### src/rtl/parking_pkg.sv
// ---------------------------------------------------------------------------
// parking_pkg
// Shared definitions for the parking-lot barrier lane:
//   - barrier FSM state encodings (REPOSO .. FALLA)
//   - lane direction constants (DIR_ENTRADA / DIR_SALIDA)
//   - free-space count width, shared with the space counter
//   - registered-output bundle and its decode from (state, grant)
// ---------------------------------------------------------------------------
package parking_pkg;

    // Width of the free-space count produced by the space counter.
    localparam int ESPACIO_W = 7;

    // Barrier FSM states.
    typedef logic [2:0] estado_t;
    localparam estado_t REPOSO   = 3'd0;
    localparam estado_t ABRIENDO = 3'd1;
    localparam estado_t ABIERTA  = 3'd2;
    localparam estado_t ESPERA   = 3'd3;
    localparam estado_t CERRANDO = 3'd4;
    localparam estado_t FALLA    = 3'd5;

    // Lane direction; also used as the index into per-direction vectors.
    typedef logic dir_t;
    localparam dir_t DIR_ENTRADA = 1'b0;
    localparam dir_t DIR_SALIDA  = 1'b1;

    // Outputs that are a pure function of (state, grant).
    typedef struct packed {
        logic motor_abrir;
        logic motor_cerrar;
        logic verde_entrada;
        logic verde_salida;
        logic falla;
    } salidas_t;

    // Decode the lane outputs for a given state and granted direction.
    // Opening and closing are separate states, so the two motor drives
    // can never be active together.
    function automatic salidas_t decodificar(input estado_t st, input dir_t g);
        salidas_t s;
        s = '0;
        case (st)
            ABRIENDO: s.motor_abrir  = 1'b1;
            ABIERTA,
            ESPERA: begin
                if (g == DIR_ENTRADA) s.verde_entrada = 1'b1;
                else                  s.verde_salida  = 1'b1;
            end
            CERRANDO: s.motor_cerrar = 1'b1;
            FALLA:    s.falla        = 1'b1;
            default:  s = '0;
        endcase
        return s;
    endfunction

endpackage

### src/rtl/control_barrera_temporizador.sv
// ---------------------------------------------------------------------------
// temporizador
// Free-running up-counter with synchronous clear and a terminal-compare flag.
//   clk     : system clock
//   reset   : asynchronous, active-low reset
//   clr     : synchronous clear (count returns to 0 on the next edge)
//   limite  : terminal value to compare against
//   fin     : high while the current count equals limite
// ---------------------------------------------------------------------------
module temporizador #(
    parameter int TIMER_W = 16
) (
    input  logic               clk,
    input  logic               reset,
    input  logic               clr,
    input  logic [TIMER_W-1:0] limite,
    output logic               fin
);

    logic [TIMER_W-1:0] cuenta_reg;

    always_ff @(posedge clk or negedge reset) begin
        if (!reset) begin
            cuenta_reg <= '0;
        end else if (clr) begin
            cuenta_reg <= '0;
        end else begin
            cuenta_reg <= cuenta_reg + 1'b1;
        end
    end

    assign fin = (cuenta_reg == limite);

endmodule

### src/rtl/control_barrera.sv
// ---------------------------------------------------------------------------
// control_barrera
// Controller for the single shared barrier lane (entry and exit share it).
// Latches entry/exit requests, arbitrates between them (alternating when both
// are eligible), blocks entry while the lot is full and sequences the barrier
// motor through open / hold / close using the limit switches and a timer.
//
// Ports:
//   clk, reset          clock, asynchronous active-low reset
//   req_entrada/salida  1-cycle debounced lane requests
//   espacio             free spaces from the space counter
//   entrada/salida      1-cycle "car completed" pulses from the detector
//   fin_abierta/cerrada synchronized open/closed limit switches
//   obstaculo           object under the barrier (level)
//   motor_abrir/cerrar  motor drives
//   verde_entrada/salida lane green lights
//   lleno               entry request pending while espacio == 0
//   falla               sticky motor / limit-switch fault
//
// Build option: ANTIPINZA_EN -- when defined, an obstacle during closing
// reopens the barrier for the same grant; otherwise obstaculo is unused.
// ---------------------------------------------------------------------------
module control_barrera
    import parking_pkg::*;
#(
    parameter int                 TIMER_W     = 16,
    parameter logic [TIMER_W-1:0] T_MOTOR_MAX = 16'd5000,
    parameter logic [TIMER_W-1:0] T_PASO      = 16'd50000,
    parameter logic [TIMER_W-1:0] T_CIERRE    = 16'd2000
) (
    input  logic                 clk,
    input  logic                 reset,
    input  logic                 req_entrada,
    input  logic                 req_salida,
    input  logic [ESPACIO_W-1:0] espacio,
    input  logic                 entrada,
    input  logic                 salida,
    input  logic                 fin_abierta,
    input  logic                 fin_cerrada,
    input  logic                 obstaculo,
    output logic                 motor_abrir,
    output logic                 motor_cerrar,
    output logic                 verde_entrada,
    output logic                 verde_salida,
    output logic                 lleno,
    output logic                 falla
);

    // Timers fire on the last cycle of the allowed window.
    localparam logic [TIMER_W-1:0] LIM_MOTOR  = T_MOTOR_MAX - 1'b1;
    localparam logic [TIMER_W-1:0] LIM_PASO   = T_PASO      - 1'b1;
    localparam logic [TIMER_W-1:0] LIM_CIERRE = T_CIERRE    - 1'b1;

    estado_t    state_reg,  state_next;
    dir_t       grant_reg,  grant_next;
    dir_t       ultimo_reg, ultimo_next;
    logic [1:0] pend_reg,   pend_next;
    salidas_t   salidas_reg;
    logic       lleno_reg;

    logic [1:0] req_vec;
    logic [1:0] pend_eff;
    logic       elegible_ent;
    logic       elegible_sal;
    logic       toma;
    logic       paso;

    logic [TIMER_W-1:0] limite;
    logic               timer_fin;
    logic               timer_clr;

    // Per-direction request vector, indexed by DIR_ENTRADA / DIR_SALIDA.
    assign req_vec = {req_salida, req_entrada};

    // A request arriving this cycle is treated as already pending so that an
    // idle barrier reacts on the very next edge; it is still latched if it
    // cannot be granted immediately.
    generate
        for (genvar gi = 0; gi < 2; gi++) begin : g_pend
            assign pend_eff[gi]  = pend_reg[gi] | req_vec[gi];
            // Cleared when its grant is taken; a request for the direction
            // currently in service (not idle) re-arms it for the next round.
            assign pend_next[gi] = (toma && (grant_next == dir_t'(gi))) ? 1'b0
                                                                        : pend_eff[gi];
        end
    endgenerate

    assign elegible_ent = pend_eff[DIR_ENTRADA] && (espacio != '0);
    assign elegible_sal = pend_eff[DIR_SALIDA];

    // Only the pass pulse of the granted direction closes the open phase.
    assign paso = (grant_reg == DIR_ENTRADA) ? entrada : salida;

    // Timer window for the current state.
    always_comb begin
        limite = LIM_MOTOR;
        case (state_reg)
            ABIERTA: limite = LIM_PASO;
            ESPERA:  limite = LIM_CIERRE;
            default: limite = LIM_MOTOR;
        endcase
    end

    // Next-state, arbitration and grant logic.
    always_comb begin
        state_next  = state_reg;
        grant_next  = grant_reg;
        ultimo_next = ultimo_reg;
        toma        = 1'b0;

        case (state_reg)
            REPOSO: begin
                if (elegible_ent || elegible_sal) begin
                    toma        = 1'b1;
                    state_next  = ABRIENDO;
                    if (elegible_ent && elegible_sal) begin
                        // Both waiting: serve the one not served last.
                        grant_next = ~ultimo_reg;
                    end else if (elegible_ent) begin
                        grant_next = DIR_ENTRADA;
                    end else begin
                        grant_next = DIR_SALIDA;
                    end
                    ultimo_next = grant_next;
                end
            end
            ABRIENDO: begin
                if (fin_abierta)    state_next = ABIERTA;
                else if (timer_fin) state_next = FALLA;
            end
            ABIERTA: begin
                if (paso)           state_next = ESPERA;
                else if (timer_fin) state_next = CERRANDO;
            end
            ESPERA: begin
                if (timer_fin)      state_next = CERRANDO;
            end
            CERRANDO: begin
                if (fin_cerrada)    state_next = REPOSO;
`ifdef ANTIPINZA_EN
                // Reopen for the same grant; no new arbitration.
                else if (obstaculo) state_next = ABRIENDO;
`endif
                else if (timer_fin) state_next = FALLA;
            end
            FALLA: begin
                state_next = FALLA;
            end
            default: begin
                state_next = REPOSO;
            end
        endcase

        // Both limit switches at once is physically impossible: wiring or
        // sensor fault. Overrides everything, including a grant in REPOSO.
        if (fin_abierta && fin_cerrada) begin
            state_next  = FALLA;
            grant_next  = grant_reg;
            ultimo_next = ultimo_reg;
            toma        = 1'b0;
        end
    end

`ifndef ANTIPINZA_EN
    logic unused_obstaculo;
    assign unused_obstaculo = obstaculo;
`endif

    // Every state entry restarts the timer.
    assign timer_clr = (state_next != state_reg);

    temporizador #(
        .TIMER_W (TIMER_W)
    ) u_temporizador (
        .clk    (clk),
        .reset  (reset),
        .clr    (timer_clr),
        .limite (limite),
        .fin    (timer_fin)
    );

    // Outputs are decoded from the next state so they line up with state_reg.
    always_ff @(posedge clk or negedge reset) begin
        if (!reset) begin
            state_reg   <= REPOSO;
            grant_reg   <= DIR_ENTRADA;
            ultimo_reg  <= DIR_SALIDA;
            pend_reg    <= '0;
            salidas_reg <= '0;
            lleno_reg   <= 1'b0;
        end else begin
            state_reg   <= state_next;
            grant_reg   <= grant_next;
            ultimo_reg  <= ultimo_next;
            pend_reg    <= pend_next;
            salidas_reg <= decodificar(state_next, grant_next);
            lleno_reg   <= pend_next[DIR_ENTRADA] && (espacio == '0);
        end
    end

    assign motor_abrir   = salidas_reg.motor_abrir;
    assign motor_cerrar  = salidas_reg.motor_cerrar;
    assign verde_entrada = salidas_reg.verde_entrada;
    assign verde_salida  = salidas_reg.verde_salida;
    assign falla         = salidas_reg.falla;
    assign lleno         = lleno_reg;

endmodule

### config.mk
export PLATFORM = sky130hd
export DESIGN_NAME = control_barrera
export DESIGN_NICKNAME = d
export VERILOG_FILES = /design/src/rtl/parking_pkg.sv /design/src/rtl/control_barrera_temporizador.sv /design/src/rtl/control_barrera.sv
export SDC_FILE = /design/constraint.sdc
export NUM_CORES = 1
export LEC_CHECK = 0
export CORE_MARGIN = 2
export CORE_UTILIZATION = 49
export CTS_CLUSTER_DIAMETER = 40
export CTS_CLUSTER_SIZE = 12
export DETAILED_ROUTE_END_ITERATION = 12
export PLACE_DENSITY_LB_ADDON = 0.08
export SLEW_MARGIN = 5
export SYNTH_ARGS = -nofsm -noshare
export SYNTH_HDL_FRONTEND = slang
export SYNTH_SLANG_ARGS = --single-unit
### constraint.sdc
create_clock -name clk -period 2.4 [get_ports clk]
set_clock_uncertainty 0.15 [all_clocks]
set_input_delay 0.48 -clock clk [delete_from_list [all_inputs] [get_ports clk]]
set_output_delay 0.48 -clock clk [all_outputs]
set_load 0.02 [all_outputs]
# After elaboration in Yosys (flattened, before gate mapping)
# Cells that the tools add are included.
# word_totals
wordCells	68
out_inout_bits	6
input_bits	16
regBits	29
# classes
bitwise	5
n_eq_ne	12
muxes	27
add_sub_neg	1
reduce_logical	12
# op_table
operator	count
16-bit case mux with 2 select lines	1
3-bit two-way mux	7
3-bit case mux with 6 select lines	1
16-bit by 1-bit adder with 16-bit output (second input constant)	1
16-bit == test	1
1-bit two-way mux	16
16-bit two-way mux	1
3-bit by 2-bit == test with 1-bit output (second input constant)	4
3-bit == test (second input constant)	4
7-bit logical NOT	1
7-bit nonzero test	1
3-bit by 1-bit == test with 1-bit output (second input constant)	2
1-bit logical AND	6
3-bit logical NOT	1
3-bit inequality test	1
1-bit NOT	3
3-bit AND reduction	1
2-bit two-way mux	1
1-bit bitwise OR	2
2-bit OR reduction	1
1-bit logical OR	1

# Depth between registers and ports, before layout
# Gate-level depths: netlist of the first run.
# logic_depth
word_depth	11
depth_mapped	8

# Cells and area by module
# From an unflattened synthesis of the first run, not the netlist that was laid out.
# hier_totals
hier_cells	177
hier_area_um2	1778.0
# by_module_without_submodules
mod	area_each_um2	seq_area_each_um2	n_inst	cells_per_inst
temporizador	1021.0	400.4	1	102
control_barrera	757.0	326.6	1	75

# Worst setup path after synthesis of the first run
# Ideal clock, no wire load.
# synth_timing
path_type	flip-flop to flip-flop
startpoint	register u_temporizador.cuenta_reg[0]
endpoint	register u_temporizador.cuenta_reg[10]
synth_period_minus_slack_ns	2.307
arrival_time_ns	2.015
path_slack_ns	0.093
stages_incl_launch_ff	9
path_cell_list	dfrtp_1 -> ha_1 -> nand4bb_1 -> nor4_4 -> o2111ai_2 -> or4b_4 -> nand4_4 -> buf_8 -> a211oi_1
# synth_via
elab_chain_cells	7
word_cells_on_any_way	11
classes_between	1 x add/sub; 2 x eq/ne; 8 x mux
# synth_lines
element	line_no	rtl
start: declaration	control_barrera_temporizador.sv:20	logic [TIMER_W-1:0] cuenta_reg;
start signal: assignment	control_barrera_temporizador.sv:28	cuenta_reg <= cuenta_reg + 1'b1;
16-bit == test *	control_barrera_temporizador.sv:32	assign fin = (cuenta_reg == limite);
3-bit two-way mux (on tied branches)	n/a	
3-bit two-way mux (on tied branches)	control_barrera.sv:139, control_barrera.sv:128, control_barrera.sv:132	
3-bit case mux with 6 select lines *	control_barrera.sv:111	case (state_reg)
3-bit two-way mux *	control_barrera.sv:156	if (fin_abierta && fin_cerrada) begin
named net state_next[0]	control_barrera.sv:54	estado_t state_reg, state_next;
3-bit inequality test *	control_barrera.sv:170	assign timer_clr = (state_next != state_reg);
16-bit two-way mux *	control_barrera_temporizador.sv:25	end else if (clr) begin
# The timed path passes the listed nets; every way through them passes the cells marked *.
# A chain may end at the register's enable or synchronous reset.

# Worst setup path after layout of the first run
# layout_timing
startpoint	register u_temporizador.cuenta_reg[1]
endpoint	register salidas_reg, in the netlist motor_cerrar
# layout_via
elab_chain_cells	7
word_cells_on_any_way	10
classes_between	2 x eq/ne; 8 x mux
# layout_lines
element	line_no	rtl
16-bit == test *	control_barrera_temporizador.sv:32	
3-bit two-way mux (on tied branches)	n/a	
3-bit two-way mux (on tied branches)	control_barrera.sv:139, control_barrera.sv:128, control_barrera.sv:132	
3-bit case mux with 6 select lines *	control_barrera.sv:111	
3-bit two-way mux *	control_barrera.sv:156	
3-bit == test *	parking_pkg.sv:43	case (st)
1-bit two-way mux *	parking_pkg.sv:43	
end signal: assignment	control_barrera.sv:196	salidas_reg <= decodificar(state_next, grant_next);
end: declaration	control_barrera.sv:58	salidas_t salidas_reg;
# Mark *: on every way between the ends. The rest lies on a longest branch, timed or not.

==> results of run 1 <==
==> critical path: stages, from the launching register on <==
cell	delay (ns)
dfrtp_1	0.37
ha_1	0.18
nand4bb_1	0.15
nor4_4	0.19
o2111ai_2	0.20
or4b_4	0.60
nand4_4	0.18
buf_4	0.13
nor2_1	0.03
==> kinds of logic (layout without fill, tap and decap cells) <==
| family | count (synthesis) | in the layout |
|---|---|---|
| buf+inv | 13 | 56 |
| simple gates | 64 | 65 |
| xor+xnor | 14 | 14 |
| fa+ha+maj | 1 | 1 |
| compound gates | 41 | 41 |
| flops | 29 | 29 |
| mux | 1 | 1 |
==> through the flow <==
step	cells	worst slack, ns	power [mW]	util	TNS (ns)
floorplan	163	0.0927	1.02	-	0
global placement	242	-0.173	1.16	0.646	-3.03
detailed placement	242	-0.247	1.19	0.646	-4.12
CTS	250	0.0502	1.62	0.673	0
global route	251	-0.0172	1.72	0.681	-0.0375
finish	251	0.123	1.61	0.681	0
==> what timing repair did <==
action / 4_1_cts / 5_1_grt
resized for setup: 0 / 2
hold buffers: 0 / 0
endpoints found under the setup margin: 0 / 19
==> cell usage in the layout (no fill, tap or decap), types with 2 or more instances in the layout <==
| cell type | count |
|---|---|
| clkbuf_4 | 5 |
| a21oi_1 | 5 |
| nor2_1 | 15 |
| nand2_1 | 8 |
| inv_1 | 6 |
| buf_4 | 21 |
| nand2b_1 | 5 |
| nand4_1 | 3 |
| xnor2_1 | 4 |
| nand4_4 | 2 |
| nor3_1 | 4 |
| a211oi_1 | 18 |
| dfrtp_1 | 28 |
| o21ai_0 | 5 |
| nand3_1 | 10 |
| and4_1 | 2 |
| clkdlybuf4s50_1 | 20 |
| nor2b_1 | 2 |
| xor2_1 | 10 |
| and3_1 | 3 |
==> path summary, 6_finish.rpt <==
| check | end |
|---|---|
| hold reg to reg | u_temporizador.cuenta_reg[0]$_DFF_PN0_ |
| min in group clk | u_temporizador.cuenta_reg[0]$_DFF_PN0_ |
| hold / removal | u_temporizador.cuenta_reg[8]$_DFF_PN0_ |
| setup reg to reg | motor_cerrar$_DFF_PN0_ |
| max in group asynchronous | ultimo_reg$_DFFE_PN1P_ |
| setup / recovery | motor_cerrar$_DFF_PN0_ |
==> area by class of cell <==
cell class / instances / area [sq um]
clock buffers: 7 / 55.1
fillers: 280 / 988
well taps: 44 / 55.1
multi-input cells: 122 / 863
clock inverters: 1 / 30.0
repair buffers: 41 / 358
inverters: 7 / 26.3
flip-flops and latches: 29 / 727
==> routing by layer <==
metal | vias up | part of all wire | global-route usage
met2 | 54 | 0.48 | 0.380
met3 | 8 | 0.059 | 0.0642
met1 | 689 | 0.44 | 0.268
met4 | 0 | 0.018 | 0.0942
li1 | 684 | - | -
met5 | - | 0 | 0
==> where the power goes <==
part / total (mW) / internal (mW) / switching [mW]
clock network: 0.424 / 0.249 / 0.176
logic: 0.425 / 0.231 / 0.195
registers: 0.765 / 0.607 / 0.158
total: 1.61 / 1.09 / 0.528
==> flow_metrics.tcl, run 1 <==
set metrics [dict create \
    status "complete, no violations" \
    hold_slack_ns 0.360 \
    area_delta_synth_final_pct 29.2 \
    synthesis.area_sq_um 1640 \
    cts_root_buffer "clkbuf_4" \
    synth_seq_cells 29 \
    diodes 0 \
    coreArea_sq_um 3100 \
    worst_pin_slew_ns 0.389 \
    fin_crit_sh 0.949 \
    yosysSeqAreaShare 0.444 \
    dr.pass1.iters 4 \
    yosys.area_share.simple 0.234 \
    drtIter0Drc 74 \
    die_area_sq_um 3820 \
    synth_edf_count 0 \
    vias_per_cell 5.72 \
    die_y_um 61.8 \
    antenna_found_initial 0 \
    rsz0062_at_grt "true" \
    syn_area_per_cell_sq_um 10.0 \
    design_area_sq_um 2110 \
    drv_cap 0 \
    largest_reg_flops 16 \
    crit_fanout 9 \
    grt_usage 0.225 \
    port_buffers 20 \
    insertion_delay_ns 0.34 \
    synthMuxAreaShare 0.00612 \
    setup_viol 0 \
    p_per_area_nw_per_um2 764 \
    synth_fp_nets 180 \
    die-width_um 61.8 \
    r2r-start "u_temporizador.cuenta_reg[1]$_DFF_PN0_" \
    synth-compound-area-share 0.190 \
    hpwl_um 2640 \
    critical_path_class "flip-flop to flip-flop" \
    grt_max_degree 30 \
    synthMostInstantiatedCell "dfrtp_1" \
    overflow 0 \
    cts-buffers-inserted 5 \
    synthXorXnorAreaFrac 0.0749 \
    final_max_slew_viol_count 0 \
    design.portCount 22 \
    cts.sinks 29 \
    ys_types 49 \
    synth_top_area_cell "dfrtp_1" \
    rr_worst_depth 8 \
    synth_cells 163 \
    place_area_sq_um 2000 \
    clk_pin_slew_worst_paths_ns 0.10 \
    synth_top_cell_area_share 0.428 \
    antenna_left 0 \
    slew_headroom 0.739 \
    via_count 1435 \
    synth_top_family_by_area "simple AND/OR/NAND/NOR gates" \
    synth_common_cells "dfrtp_1, a211oi_1, nor2_1" \
    critPathLaunchType "flip-flop" \
    worstHoldPathType "primary input to async pin" \
    fin_crit_ns 2.28 \
    reg2reg_slack_ns 0.12 \
    crit_start "u_temporizador.cuenta_reg[1]$_DFF_PN0_" \
    synth_flop_cell "dfrtp_1" \
    synth_area_leaders "dfrtp_1, a211oi_1, xor2_1" \
    nets 223 \
    drive_gt1_frac 0.188 \
    grt_pass1_wl_um 6090 \
    cp-end-kind "flip-flop" \
    hold_viol 0 \
    cts_setup_buffers 0 \
    ys_warn_count 0 \
    required_ns 2.48 \
    place_congestion 0.845 \
    max_freq_ghz 0.439 \
    cts_tree "built" \
    clock_path_buffers 2 \
    async_reset_ff_frac 1.00 \
    htree_levels 2 \
    synthAdderAreaFrac 0.00765 \
    grt_pass1_vias 1387 \
    cp.arrival_ns 2.36 \
    row_count 20 \
    wl_per_cell_um 14.8 \
    worst_ir_drop_vdd_uv 484 \
    routed_wl_um 3710 \
    drc 0 \
    start_util 0.527 \
    p_leak_nw 0.816 \
]
(Power assumes the default switching activity.)
==> inputs of run 2 (changes only) <==
Settings changed: GPL_TIMING_DRIVEN set to 0.
==> flow_metrics.tcl, run 2 (synthesis gave the netlist of run 1 again) <==
set metrics [dict create \
    start_util 0.527 \
    diodes 0 \
    layout_setup_ws_ns 0.126 \
    port_buffers 20 \
    critPathLaunchType "flip-flop" \
    final_max_slew_viol_count 0 \
    coreArea_sq_um 3100 \
    nets 213 \
    final_cell_mix "dfrtp_1, clkdlybuf4s50_1, a211oi_1" \
    slew_headroom 0.570 \
    dr.pass1.iters 4 \
    worst_ir_drop_vdd_uv 487 \
    cts_tree "built" \
    drv_cap 0 \
    grt_usage 0.212 \
    hpwl_um 2540 \
    p_per_area_nw_per_um2 780 \
    clk_pin_slew_worst_paths_ns 0.10 \
    reg2reg_slack_ns 0.13 \
    finalNonFillerCells 241 \
    required_ns 2.45 \
    area_delta_synth_final_pct 26.1 \
    place_ws_ns -0.291 \
    drtIter0Drc 42 \
    wl_per_cell_um 14.8 \
    design.portCount 22 \
    critical_path_class "flip-flop to flip-flop" \
    final_common_cell "dfrtp_1" \
    largest_reg_flops 16 \
    hold_slack_ns 0.00623 \
    vias_per_cell 5.70 \
    grt_pass1_wl_um 5890 \
    setup_viol 0 \
    rsz0062_at_grt "true" \
    ctsHoldBuffers 0 \
    worst_pin_slew_ns 0.644 \
    dp_cells 227 \
    antenna_found_initial 0 \
    insertion_delay_ns 0.34 \
    drive_gt1_frac 0.178 \
    cts-buffers-inserted 5 \
    die-width_um 61.8 \
    row_count 20 \
    max_freq_ghz 0.440 \
    power.total_mw 1.61 \
    htree_levels 2 \
    grt_max_degree 30 \
    worstHoldPathType "primary input to async pin" \
    die_area_sq_um 3820 \
    cp.arrival_ns 2.33 \
    fin_tns_setup_ns 0 \
    p_leak_nw 0.768 \
    grt_pass1_vias 1386 \
    via_count 1374 \
    crit_fanout 10 \
    cts_root_buffer "clkbuf_4" \
    die_y_um 61.8 \
    hold_viol 0 \
    antenna_left 0 \
    cts.sinks 29 \
    routed_wl_um 3570 \
    overflow 0 \
    cp-end-kind "flip-flop" \
    place_congestion 0.814 \
    fin_crit_sh 0.947 \
    clock_path_buffers 2 \
    drc 0 \
    status "complete, no violations" \
    fin_crit_ns 2.27 \
]
==> run 2: timing repair <==
action                     4_1_cts  5_1_grt
setup endpoints to repair       15       19
buffers inserted                 5        1
gates resized for setup          2        7
pin swaps                        0        1
==> run 2: metrics by stage <==
stage	utilization	area, sq um
finish	0.665	2060
global route	0.665	2060
CTS	0.652	2020
detailed placement	0.610	1890
global placement	0.610	1890
floorplan	-	1640
==> run 2: worst max-delay path: stages, from the launching register on <==
cell and delay (ns):
dfrtp_1 0.41, ha_4 0.20, nand4bb_4 0.12, nor4_4 0.16, o2111ai_2 0.18, or4b_4 0.57, nand4_4 0.14, buf_8 0.13
a211oi_1 0.07
==> run 2: area by class of cell <==
cell class | count | area [sq um]
fillers | 280 | 1040
multi-input cells | 121 | 877
flip-flops and latches | 29 | 727
repair buffers | 26 | 240
well taps | 44 | 55.1
clock buffers | 6 | 51.3
plain buffers | 6 | 46.3
clock inverters | 2 | 37.5
inverters | 7 | 30.0
==> run 2: path summary, 6_finish.rpt <==
check                                                       start                                       to  depth (start not counted)
hold reg to reg                             pend_reg[0]$_DFF_PN0_                    pend_reg[0]$_DFF_PN0_                          2
min in group clk                            pend_reg[0]$_DFF_PN0_                    pend_reg[0]$_DFF_PN0_                          2
max in group asynchronous                                   reset   u_temporizador.cuenta_reg[4]$_DFF_PN0_                          1
setup reg to reg           u_temporizador.cuenta_reg[0]$_DFF_PN0_  u_temporizador.cuenta_reg[11]$_DFF_PN0_                          8
hold / removal                                              reset                          lleno$_DFF_PN0_                          1
setup / recovery           u_temporizador.cuenta_reg[0]$_DFF_PN0_  u_temporizador.cuenta_reg[11]$_DFF_PN0_                          8
==> run 2: power by group <==
part	internal (mW)	switching, mW	leakage, nW
combinational	0.211	0.168	0.393
clock	0.247	0.187	0.0445
sequential	0.607	0.188	0.331
==> run 2: layer usage <==
metal  GRT usage  up-vias  share of wire
met5           0        -              0
met4      0.0760        0          0.014
met3      0.0580        6          0.060
met2       0.376       44           0.48
met1       0.245      656           0.44
li1            -      668              -
==> variant, RTL diff (config.mk and constraints of run 2) <==
Change the parameter `T_PASO` from 16'd50000 to 16'd25000.
--- a/src/rtl/control_barrera.sv
+++ b/src/rtl/control_barrera.sv
@@ -25,7 +25,7 @@
 #(
     parameter int                 TIMER_W     = 16,
     parameter logic [TIMER_W-1:0] T_MOTOR_MAX = 16'd5000,
-    parameter logic [TIMER_W-1:0] T_PASO      = 16'd50000,
+    parameter logic [TIMER_W-1:0] T_PASO      = 16'd25000,
     parameter logic [TIMER_W-1:0] T_CIERRE    = 16'd2000
 ) (
     input  logic                 clk,
Formal check against the unedited RTL: no difference found for any inputs over 10 cycles, from zero or initial values and one cycle with reset low; that may be too few to reach the edited logic, so the function may still have changed.
==> variant against run 2 <==
Total power fell by 20%. Via count fell by 2.5%. Synthesized area fell by 1.1%. Critical path depth did not move. Routed wire length rose by 1.2%. Cell area barely moved. Worst hold slack improved by 3.6 ps. Sequential cell count did not move. Sequential share of layout area barely moved. Non-clock buffer count fell by 3. Maximum frequency fell by 4.9%. Synthesized cell count rose by 3.7%. Setup slack got worse by 120 ps. Final cell count rose by 1.7%. Critical endpoint is now u_temporizador.cuenta_reg[3]. Highest routed layer unchanged.
==> variant: results (changes against run 2) <==
{| class="wikitable"
! Metric !! Value
|-
| Result of the run || completed
|-
| Gate family responsible for the most delay along the worst path || compound AO/OA/AOI/OAI gates
|-
| Syn_area_per_cell || 9.58 um^2 (-4.6%)
|-
| Worst-case hold slack || 9.79 ps (+3.56 ps)
|-
| Cell types occupying the most area after synthesis || sky130_fd_sc_hd__dfrtp_1 (43%), sky130_fd_sc_hd__nor2_1 (5.8%), sky130_fd_sc_hd__xor2_1 (5.4%)
|-
| Reg-to-Reg Start || state_reg[0]
|-
| Detail Placement HPWL || 2570 um (+1.4%)
|-
| Post-placement cell area || 1870 um^2 (-0.93%)
|-
| Max transition margin || 57.7% (+0.65 points)
|-
| Endpoint of the worst-slack reg-to-reg timing path || u_temporizador.cuenta_reg[3]
|-
| Via count || 1,340 (-2.5%)
|-
| 1st-iter DRT viols || 77 (+83%)
|-
| Portion of the post-synthesis area used by sequential elements || 44.9% (+0.48 points)
|-
| Leading post-synthesis cells by instance count || sky130_fd_sc_hd__dfrtp_1 (28), sky130_fd_sc_hd__nor2_1 (25), sky130_fd_sc_hd__nand2_1 (13), sky130_fd_sc_hd__nor3_1 (13), sky130_fd_sc_hd__xor2_1 (10)
|-
| Final estimated routing congestion in global placement || 0.790 (-2.9%)
|-
| Highest net fanout along the worst path || 6 (-4)
|-
| Number of endpoints with negative hold slack in the final report || 0 (unchanged)
|-
| Fillers || 264 (-5.7%)
|-
| Arrival time of data at the critical path endpoint || 2490 ps (+160 ps)
|-
| Layout net count || 217 (+1.9%)
|-
| Nets in the synthesized netlist || 186 (+3.3%)
|-
| Cell with the largest stage delay on the worst path || sky130_fd_sc_hd__a221o_2
|-
| # H-tree levels || 2 (unchanged)
|-
| Leakage || 0.865 nW (+13%)
|-
| Biggest cell delay along the critical path || 490 ps (-80 ps)
|-
| Global-route usage over all layers || 21.1% (-0.15 points)
|-
| Global-route wire length before repair || 5770 um (-2.0%)
|-
| Reg-to-reg setup timing slack || 100 ps (-30 ps)
|-
| Fraction of layout instances using a drive strength above 1 || 19.9% (+2.1 points)
|-
| Highest ir drop seen on vdd || 0.000443 V (-9.1%)
|-
| Post-synthesis cell type count || 43 (-12%)
|-
| Placed Instances || 233 (+2.6%)
|}
-- variant: cell count changes after synthesis, sizes merged, moves of 3 or more --
cell / delta
nor3: +15
nand4: -3
nand2: +4
a211oi: -15
clkbuf: -3
nand3: -3
nor2: +10
-- variant: power breakdown --
part	internal [mW]	switching, mW	total (mW)
registers	0.570	0.107	0.677
clock network	0.144	0.159	0.303
logic	0.153	0.161	0.314
total	0.867	0.427	1.29
-- variant: cell families (layout without fill, tap and decap cells) --
| group | Yosys count | count (layout) | synth area share [%] |
|---|---|---|---|
| compound gates | 20 | 20 | 9.97 |
| xor+xnor | 15 | 15 | 8.11 |
| fa+ha+maj | 1 | 1 | 0.773 |
| buf+inv | 11 | 43 | 3.63 |
| flops | 29 | 29 | 44.9 |
| mux | 3 | 3 | 1.85 |
| simple gates | 90 | 90 | 30.8 |
-- variant: how the worst max path moves through the flow --
stage	depth (start not counted)	end	slack [ps]	startpoint
final	8	u_temporizador.cuenta_reg[3]	10	entrada
after global routing	7	u_temporizador.cuenta_reg[4]	-2	state_reg[2]
after CTS	8	u_temporizador.cuenta_reg[4]	10	espacio[5]
after detailed placement	8	u_temporizador.cuenta_reg[9]	-450	espacio[2]
after global placement	8	u_temporizador.cuenta_reg[13]	-400	espacio[2]
after floorplan	7	u_temporizador.cuenta_reg[10]	180	espacio[2]
-- variant: per-stage QoR --
| stage | setup WS, ps | TNS (ps) |
|---|---|---|
| 2_1_floorplan | 183 | 0 |
| 3_3_place_gp | -401 | -5360 |
| 3_5_place_dp | -454 | -6130 |
| 5_1_grt | -2.30 | -2.30 |
| 6_report | 9.79 | 0 |
| 4_1_cts | 13.3 | 0 |
-- variant: layout make-up --
cell class	instances	area [um^2]	area share (%)
Clock buffer	8	58.8	2.85
Tap cell	44	55.1	2.67
Inverter	6	22.5	1.09
Multi-Input combinational cell	129	906	43.9
Sequential cell	29	728	35.3
Timing Repair Buffer	24	253	12.2
Buffer	5	42.5	2.06
-- variant: worst register-to-register path, delay by kind of cell, from the launching register on --
kind / cells / cell delay [ps]
AO/OA/AOI/OAI: 4 / 990
buffers and inverters: 3 / 490
flip-flops: 1 / 420
AND/OR/NAND/NOR: 1 / 170
-- variant: routing by layer --
metal | vias to the layer above | track usage, % | part of all wire, %
li1 | 659 | - | -
met1 | 645 | 23.5 | 42
met2 | 29 | 37.6 | 52
met3 | 7 | 6.09 | 4.6
met4 | 0 | 8.21 | 1.3
met5 | - | 0 | 0
-- variant: what timing repair did --
item | CTS | global route
hold endpoints to repair | 0 | 0
buffers inserted | 2 | 1
cloned | 0 | 1
resized for setup | 5 | 19
pin swaps | 4 | 11
setup endpoints to repair | 10 | 13
